**src/rtl/uart_tx_16x_if.sv**
```systemverilog
// Host-side bus of the 16x-oversampled UART transmitter.
//   master : host; drives tx_start / tx_data / tx_done_clr and reads the status.
//   slave  : transmitter; receives the request and drives TXD / tx_busy / tx_done_flag.
// Signals:
//   tx_start      request to send tx_data (sampled only while tx_busy=0)
//   tx_data[7:0]  byte to send, captured on the accepting edge
//   tx_done_clr   level clear of tx_done_flag
//   TXD           serial line, idle high
//   tx_busy       high from accept edge until the frame is fully sent
//   tx_done_flag  sticky frame-sent flag
interface uart_tx_16x_if;
  logic       tx_start;
  logic [7:0] tx_data;
  logic       tx_done_clr;
  logic       TXD;
  logic       tx_busy;
  logic       tx_done_flag;

  modport master (
    output tx_start, tx_data, tx_done_clr,
    input  TXD, tx_busy, tx_done_flag
  );

  modport slave (
    input  tx_start, tx_data, tx_done_clr,
    output TXD, tx_busy, tx_done_flag
  );
endinterface

```
**src/rtl/uart_tx_16x.sv**
```systemverilog
// UART transmitter on the shared 16x-oversample clock.
// Frame: start(0), DATA_BITS data bits LSB first, optional parity, STOP_BITS stop(1).
// Each bit lasts OVERSAMPLE rx_clk cycles; TXD comes straight from a flop.
// Ports:
//   rx_clk   oversample clock, posedge
//   reset_n  asynchronous active-low reset
//   bus      uart_tx_16x_if.slave (tx_start, tx_data, tx_done_clr in;
//            TXD, tx_busy, tx_done_flag out)
module uart_tx_16x #(
  parameter int DATA_BITS  = 8,
  parameter int OVERSAMPLE = 16,
  parameter int STOP_BITS  = 1,
  parameter int PARITY_EN  = 0,
  parameter int PARITY_ODD = 0
) (
  input  logic          rx_clk,
  input  logic          reset_n,
  uart_tx_16x_if.slave  bus
);

  localparam logic [2:0] S_IDLE   = 3'd0;
  localparam logic [2:0] S_START  = 3'd1;
  localparam logic [2:0] S_DATA   = 3'd2;
  localparam logic [2:0] S_PARITY = 3'd3;
  localparam logic [2:0] S_STOP   = 3'd4;

  // Sample counter is 5 bits so the stop phase (up to 2*16 cycles) runs as one span.
  localparam logic [4:0] LP_OS_LAST   = 5'(OVERSAMPLE - 1);
  localparam logic [4:0] LP_STOP_LAST = 5'(STOP_BITS * OVERSAMPLE - 1);
  localparam logic [2:0] LP_BIT_LAST  = 3'(DATA_BITS - 1);
  localparam logic [7:0] LP_DATA_MASK = 8'((1 << DATA_BITS) - 1);
  localparam logic       LP_PAR_EN    = (PARITY_EN != 0);
  localparam logic       LP_PAR_ODD   = (PARITY_ODD != 0);

  logic [2:0] r_state;
  logic [4:0] r_sample;
  logic [2:0] r_bit;
  logic [7:0] r_shift;
  logic       r_parity;
  logic       r_txd;
  logic       r_busy;
  logic       r_done;

  logic w_bit_wrap;
  logic w_frame_end;
  logic w_parity_new;

  assign w_bit_wrap   = (r_sample == LP_OS_LAST);
  assign w_frame_end  = (r_state == S_STOP) && (r_sample == LP_STOP_LAST);
  // Parity is taken from the byte being latched, so later tx_data changes cannot affect it.
  assign w_parity_new = (^(bus.tx_data & LP_DATA_MASK)) ^ LP_PAR_ODD;

  always_ff @(posedge rx_clk or negedge reset_n) begin
    if (!reset_n) begin
      r_state  <= S_IDLE;
      r_sample <= '0;
      r_bit    <= '0;
      r_shift  <= '1;
      r_parity <= 1'b0;
      r_txd    <= 1'b1;
      r_busy   <= 1'b0;
      r_done   <= 1'b0;
    end else begin
      // Frame completion outranks a simultaneous clear.
      if (w_frame_end) begin
        r_done <= 1'b1;
      end else if (bus.tx_done_clr) begin
        r_done <= 1'b0;
      end

      case (r_state)
        S_IDLE: begin
          r_txd    <= 1'b1;
          r_sample <= '0;
          r_bit    <= '0;
          if (bus.tx_start) begin
            r_shift  <= bus.tx_data;
            r_parity <= w_parity_new;
            r_busy   <= 1'b1;
            r_txd    <= 1'b0;
            r_state  <= S_START;
          end
        end

        S_START: begin
          if (w_bit_wrap) begin
            r_sample <= '0;
            r_bit    <= '0;
            r_txd    <= r_shift[0];
            r_state  <= S_DATA;
          end else begin
            r_sample <= r_sample + 5'd1;
          end
        end

        S_DATA: begin
          if (w_bit_wrap) begin
            r_sample <= '0;
            if (r_bit == LP_BIT_LAST) begin
              if (LP_PAR_EN) begin
                r_txd   <= r_parity;
                r_state <= S_PARITY;
              end else begin
                r_txd   <= 1'b1;
                r_state <= S_STOP;
              end
            end else begin
              // Next data bit is shift[1]; shifting keeps the current bit at shift[0].
              r_bit   <= r_bit + 3'd1;
              r_shift <= {1'b1, r_shift[7:1]};
              r_txd   <= r_shift[1];
            end
          end else begin
            r_sample <= r_sample + 5'd1;
          end
        end

        S_PARITY: begin
          if (w_bit_wrap) begin
            r_sample <= '0;
            r_txd    <= 1'b1;
            r_state  <= S_STOP;
          end else begin
            r_sample <= r_sample + 5'd1;
          end
        end

        S_STOP: begin
          r_txd <= 1'b1;
          if (r_sample == LP_STOP_LAST) begin
            r_sample <= '0;
            r_busy   <= 1'b0;
            r_state  <= S_IDLE;
          end else begin
            r_sample <= r_sample + 5'd1;
          end
        end

        default: begin
          r_state  <= S_IDLE;
          r_sample <= '0;
          r_bit    <= '0;
          r_txd    <= 1'b1;
          r_busy   <= 1'b0;
        end
      endcase
    end
  end

  assign bus.TXD          = r_txd;
  assign bus.tx_busy      = r_busy;
  assign bus.tx_done_flag = r_done;

endmodule

```
**src/flat_wrapper.sv**
```systemverilog
// flat-port wrapper written by rule: the top's interface ports become plain ports
module uart_tx_16x_flat 
#(
  parameter int DATA_BITS  = 8,
  parameter int OVERSAMPLE = 16,
  parameter int STOP_BITS  = 1,
  parameter int PARITY_EN  = 0,
  parameter int PARITY_ODD = 0
)
  (rx_clk, reset_n, bus_tx_start, bus_tx_data, bus_tx_done_clr, bus_TXD, bus_tx_busy, bus_tx_done_flag);
  uart_tx_16x_if bus_i ();
  input  logic rx_clk;
  input  logic reset_n;
  input wire logic [$bits(bus_i.tx_start)-1:0] bus_tx_start;
  input wire logic [$bits(bus_i.tx_data)-1:0] bus_tx_data;
  input wire logic [$bits(bus_i.tx_done_clr)-1:0] bus_tx_done_clr;
  output wire logic [$bits(bus_i.TXD)-1:0] bus_TXD;
  output wire logic [$bits(bus_i.tx_busy)-1:0] bus_tx_busy;
  output wire logic [$bits(bus_i.tx_done_flag)-1:0] bus_tx_done_flag;
  assign bus_i.tx_start = bus_tx_start;
  assign bus_i.tx_data = bus_tx_data;
  assign bus_i.tx_done_clr = bus_tx_done_clr;
  assign bus_TXD = bus_i.TXD;
  assign bus_tx_busy = bus_i.tx_busy;
  assign bus_tx_done_flag = bus_i.tx_done_flag;
  uart_tx_16x #(.DATA_BITS(DATA_BITS), .OVERSAMPLE(OVERSAMPLE), .STOP_BITS(STOP_BITS), .PARITY_EN(PARITY_EN), .PARITY_ODD(PARITY_ODD)) u_core (.rx_clk(rx_clk), .reset_n(reset_n), .bus(bus_i));
endmodule
```
**config.mk**
```make
export PLATFORM = sky130hd
export DESIGN_NAME = uart_tx_16x_flat
export DESIGN_NICKNAME = d
export VERILOG_FILES = /design/src/rtl/uart_tx_16x_if.sv /design/src/rtl/uart_tx_16x.sv /design/src/flat_wrapper.sv
export SDC_FILE = /design/constraint.sdc
export NUM_CORES = 1
export LEC_CHECK = 0
export ABC_CLOCK_PERIOD_IN_PS = 3050
export CAP_MARGIN = 20
export CORE_UTILIZATION = 45
export DETAILED_ROUTE_END_ITERATION = 6
export PLACE_DENSITY = 0.68
export SYNTH_ARGS = -nofsm -noshare
export SYNTH_HDL_FRONTEND = slang
export SYNTH_SLANG_ARGS = --single-unit
```
**constraint.sdc**
```tcl
create_clock -name rx_clk -period 3.05 [get_ports rx_clk]
set_clock_uncertainty 0.05 [all_clocks]
set_input_delay 0.4575 -clock rx_clk [delete_from_list [all_inputs] [get_ports rx_clk]]
set_output_delay 0.4575 -clock rx_clk [all_outputs]
set_load 0.05 [all_outputs]
```
Yosys cells after proc, flatten, opt, wreduce, memory -nomap -nowiden. Index checks and enable logic that the tools add are counted.

Equal/unequal tests: 13. Mux-type cells: 27. $add $sub $neg: 2. Reductions and logical operators: 12. Bitwise logic cells: 2.

Operators with widths (count): $mux W3 (8); $mux W8 (3); $pmux W8 S2 (1); $pmux W3 S5 (1); $mux W5 (2); $ne A2 B1 Y1 const B (5); $mux W1 (9); $pmux W3 S3 (1); $reduce_and A4 Y1 (2); $eq A3 B2 Y1 const B (2); $eq A3 B3 Y1 const B (2); $reduce_and A3 Y1 (2); $reduce_and A6 Y1 (1); $add A5 B1 Y5 const B (1); $eq A5 B4 Y1 const B (1); $ne A2 B2 Y1 const B (2); $pmux W1 S4 (1); $reduce_bool A2 Y1 (2); $reduce_or A4 Y1 (1); $add A3 B1 Y3 const B (1); $eq A3 B1 Y1 const B (1); $logic_not A3 Y1 (1); $pmux W1 S3 (1); $reduce_or A3 Y1 (1); 3 further kinds (4).

Register bits after elaboration: 22. Word-level logic and storage cells: 63. Input port bits: 12. Output and inout port bits: 3.

Logic depth before layout (Yosys ltp).
Depth in word-level cells: 4. Mapped depth: 7. Depth with buffers taken out: 6.

Least setup slack after synthesis. No wires, ideal clock.

Kind: register to register. From: register u_core.r_bit[0]. To: register u_core.r_shift[0]. Setup time: 0.091 ns. Slack: 1.471 ns. Cell stages (with the launch flop): 8. Data required time: 2.909 ns. Period minus slack after synthesis: 1.579 ns. Arrival time: 1.438 ns. Buffers on the path: 1. Path through: dfrtp_1 > ha_1 > ha_1 > nor2_1 > a32oi_4 > buf_6 > nand2_1 > o21ai_0.

Longest elaborated chain between the ends: 3.

RTL lines: start: declaration (line uart_tx_16x.sv:37) `logic [2:0] r_bit;`; start signal: assignment (line uart_tx_16x.sv:109) `r_bit <= r_bit + 3'd1;`; $eq A3 B3 Y1 (line uart_tx_16x.sv:99) `if (r_bit == LP_BIT_LAST) begin`; $ne A2 B2 Y1 (no source line); $reduce_and A4 Y1 (no source line); end signal: assignment (line uart_tx_16x.sv:77) `r_shift <= bus.tx_data;`; end signal: assignment (line uart_tx_16x.sv:110) `r_shift <= {1'b1, r_shift[7:1]};`; end: declaration (line uart_tx_16x.sv:38) `logic [7:0] r_shift;`.

No other way between the ends. A chain may end at the register's enable or synchronous reset.

Worst setup path after layout.
From: register u_core.r_txd (netlist: u_core.bus.TXD). To: output bus_TXD.

RTL lines: start: declaration (line uart_tx_16x.sv:40) `logic r_txd;`; start signal: assignment (line uart_tx_16x.sv:89) `r_txd <= r_shift[0];`; start signal: assignment (line uart_tx_16x.sv:101) `r_txd <= r_parity;`; start signal: assignment (line uart_tx_16x.sv:111) `r_txd <= r_shift[1];`; end: declaration (line flat_wrapper.sv:17) `output wire logic [$bits(bus_i.TXD)-1:0] bus_TXD;`.

No word-level cell between the ends.

==> metrics.txt <==
status finished, final reports clean; crit path cell chain clkdlybuf4s50_1; CP max stage delay 0.80 ns; met2 routed WL between 900 and 1000 um; arrival time worst endpoint 1.67 ns; Critical Path RT 2.54 ns; CP max-delay cell clkdlybuf4s50_1; IO buf count 14; antenna diode count 0; GP Congestion 0.725; Layout Utilization between 50% and 60%; num rows 18; Post-layout nets 145; Synth top cells by count 13 x dfrtp_1, 13 x nand2_1, 11 x nand3_1, 11 x nor2_1; Critical Path End Type primary output; drt drc 0; Pins Over Slew Limit 0; placed wire-length estimate 1430 um; CTS buffer count 3; # hold bufs at CTS 0; cell taking the most area after synthesis dfrtp_1; via count 847; ranking of synthesized cells by area dfrtp_1 28%, dfstp_2 20%, mux2i_1 7.7%, nand3_1 4.7%, nand2_1 4.2%; Die ar. 2800 sq um; GR Util All Layers 17.3%; cell family with the largest share of critical-path delay buffers and inverters; Resized cells post-CTS 0; Synth Instances 115; CP startpoint u_core.bus.TXD$_DFFE_PN1P_; final-report setup violation count 0; Starting DRT DRC Count 11; Fill cells 208; synthesized area per cell around 10 sq um; HP Class flop to flop; top sig layer met4; clock sink total 22; crit path time final 2.17 ns; relative max-transition margin 46.5%; CTS tree done; worst-path fanout max 3; Slew @ Worst Pin 0.801 ns; vias per cell 5.33; WL met1 978 um; Setup TNS 0 ns; Avg WL per Cell 12.6 um; post-synthesis net count 130; post-synthesis sequential area ratio 48.1%; crit path kind flop to primary output; Final Hold Viols 0; Power Dens Cells 777 nW/um^2; grt ovf 0; fmax roughly 460 MHz; Routed Antenna Nets 0; root buffer cell clkbuf_4; Max H-tree Level 1; Syn. warnings 0; Cell variety after synth 34; worst skew pair latency 0.31 ns; Ports 15; CORE AREA 2450 sq um; initial antenna violation count 0; Post-synth EDFFs 0; cell area after synthesis roughly 1200 sq um; number of global-route vias before repair 795; Tcrit/Tclk final 71.3%; metal3 WL 45 um; P&R area growth vs syn 14.7%; Startpoint Class flop; die outline width 52.9 um; Leak Pwr around 0.57 nW; Clock Tree Buf Depth 2; Worst-path clk slew 0.12 ns; share of cells above drive strength 1 13.2%; RSZ-0062 raised after global routing no; Routed Wire Length roughly 2000 um; maximum VDD drop 0.489 mV; reg2reg start u_core.r_sample[0]$_DFF_PN0_; Die H 52.9 um; Post-CTS Setup Bufs 0; critical path buffer and inverter count 1; number of max-cap violations 0; largest net degree at the start of global routing 19; Synth Flop Type dfrtp_1; DRT Pass-1 Iters 5; top-area cell type share of the netlist area 27.9%; first-pass GRT wire length 3530 um; Initial Util 47.6%; HP Start u_core.r_shift[5]$_DFFE_PN1P_; Async SR Flop Fraction between 90% and 100%; Yosys reg bits 22
-- layer usage --
metal,up-vias,GRT usage [%]
li1,434,-
met1,404,22.9
met2,7,27.4
met3,2,3.45
met4,0,6.58
met5,-,0
-- power by group --
group	internal (mW)	switching, mW
combinational	0.155	0.206
sequential	0.435	0.105
clock	0.0510	0.0886
-- cell usage in the layout (no fill, tap or decap), types with 2 or more instances in the layout --
master	netlist	final
nand2_1	13	13
ha_1	3	3
nand3_1	11	11
xor2_1	2	2
o22ai_1	2	2
nor3_1	2	2
nor2_1	11	11
o21ai_1	2	2
clkbuf_4	0	3
o21ai_0	7	7
nor2b_1	2	2
clkdlybuf4s50_1	0	14
dfstp_2	9	9
a21oi_1	3	3
nand2b_1	3	3
inv_1	3	3
mux2i_1	9	9
dfrtp_1	13	13
-- final cells by class --
| type | count | area, sq um | share of cell area [%] |
|---|---|---|---|
| flip-flops and latches | 22 | 562 | 42.0 |
| multi-input cells | 85 | 554 | 41.4 |
| repair buffers | 15 | 148 | 11.0 |
| well taps | 30 | 37.5 | 2.80 |
| clock buffers | 4 | 26.3 | 1.96 |
| inverters | 3 | 11.3 | 0.841 |
-- flip-flops by register name (all words and copies together), names as in the netlist --
signal,count
u_core.r_shift,8
u_core.r_sample,5
u_core.r_bit,3
u_core.r_state,3
u_core.bus.TXD,1
u_core.bus.tx_busy,1
u_core.bus.tx_done_flag,1
-- through the flow --
stage	std cells	area, sq um	power, mW	hold slack [ns]	setup WS [ns]
2_1_floorplan	115	1170	0.820	0.112	1.47
3_3_place_gp	155	1310	0.890	0.405	1.23
3_5_place_dp	155	1310	0.911	0.415	1.21
4_1_cts	159	1340	1.05	0.432	0.861
5_1_grt	159	1340	1.13	0.455	0.830
6_report	159	1340	1.04	0.429	0.875
-- cell families after synthesis --
kind of cell | Yosys count | synth area share (%)
AO/OA/AOI/OAI | 20 | 12.0
XOR/XNOR | 3 | 2.25
adder cells (fa/ha/maj) | 3 | 3.22
buffers and inverters | 8 | 4.39
flip-flops | 22 | 48.1
multiplexers | 9 | 7.72
AND/OR/NAND/NOR | 50 | 22.3
-- final timing paths --
path,slack (ns),endpoint,depth (start not counted)
hold / removal,0.43,u_core.r_shift[5]$_DFFE_PN1P_,2
max in group asynchronous,1.73,u_core.r_shift[3]$_DFFE_PN1P_,2
hold reg to reg,0.43,u_core.r_shift[5]$_DFFE_PN1P_,2
setup reg to reg,1.29,u_core.r_shift[3]$_DFFE_PN1P_,5
min in group asynchronous,0.55,u_core.bus.tx_done_flag$_DFFE_PN0P_,1
setup / recovery,0.88,bus_TXD,1
No activity file was read; power rests on OpenSTA's default activity.
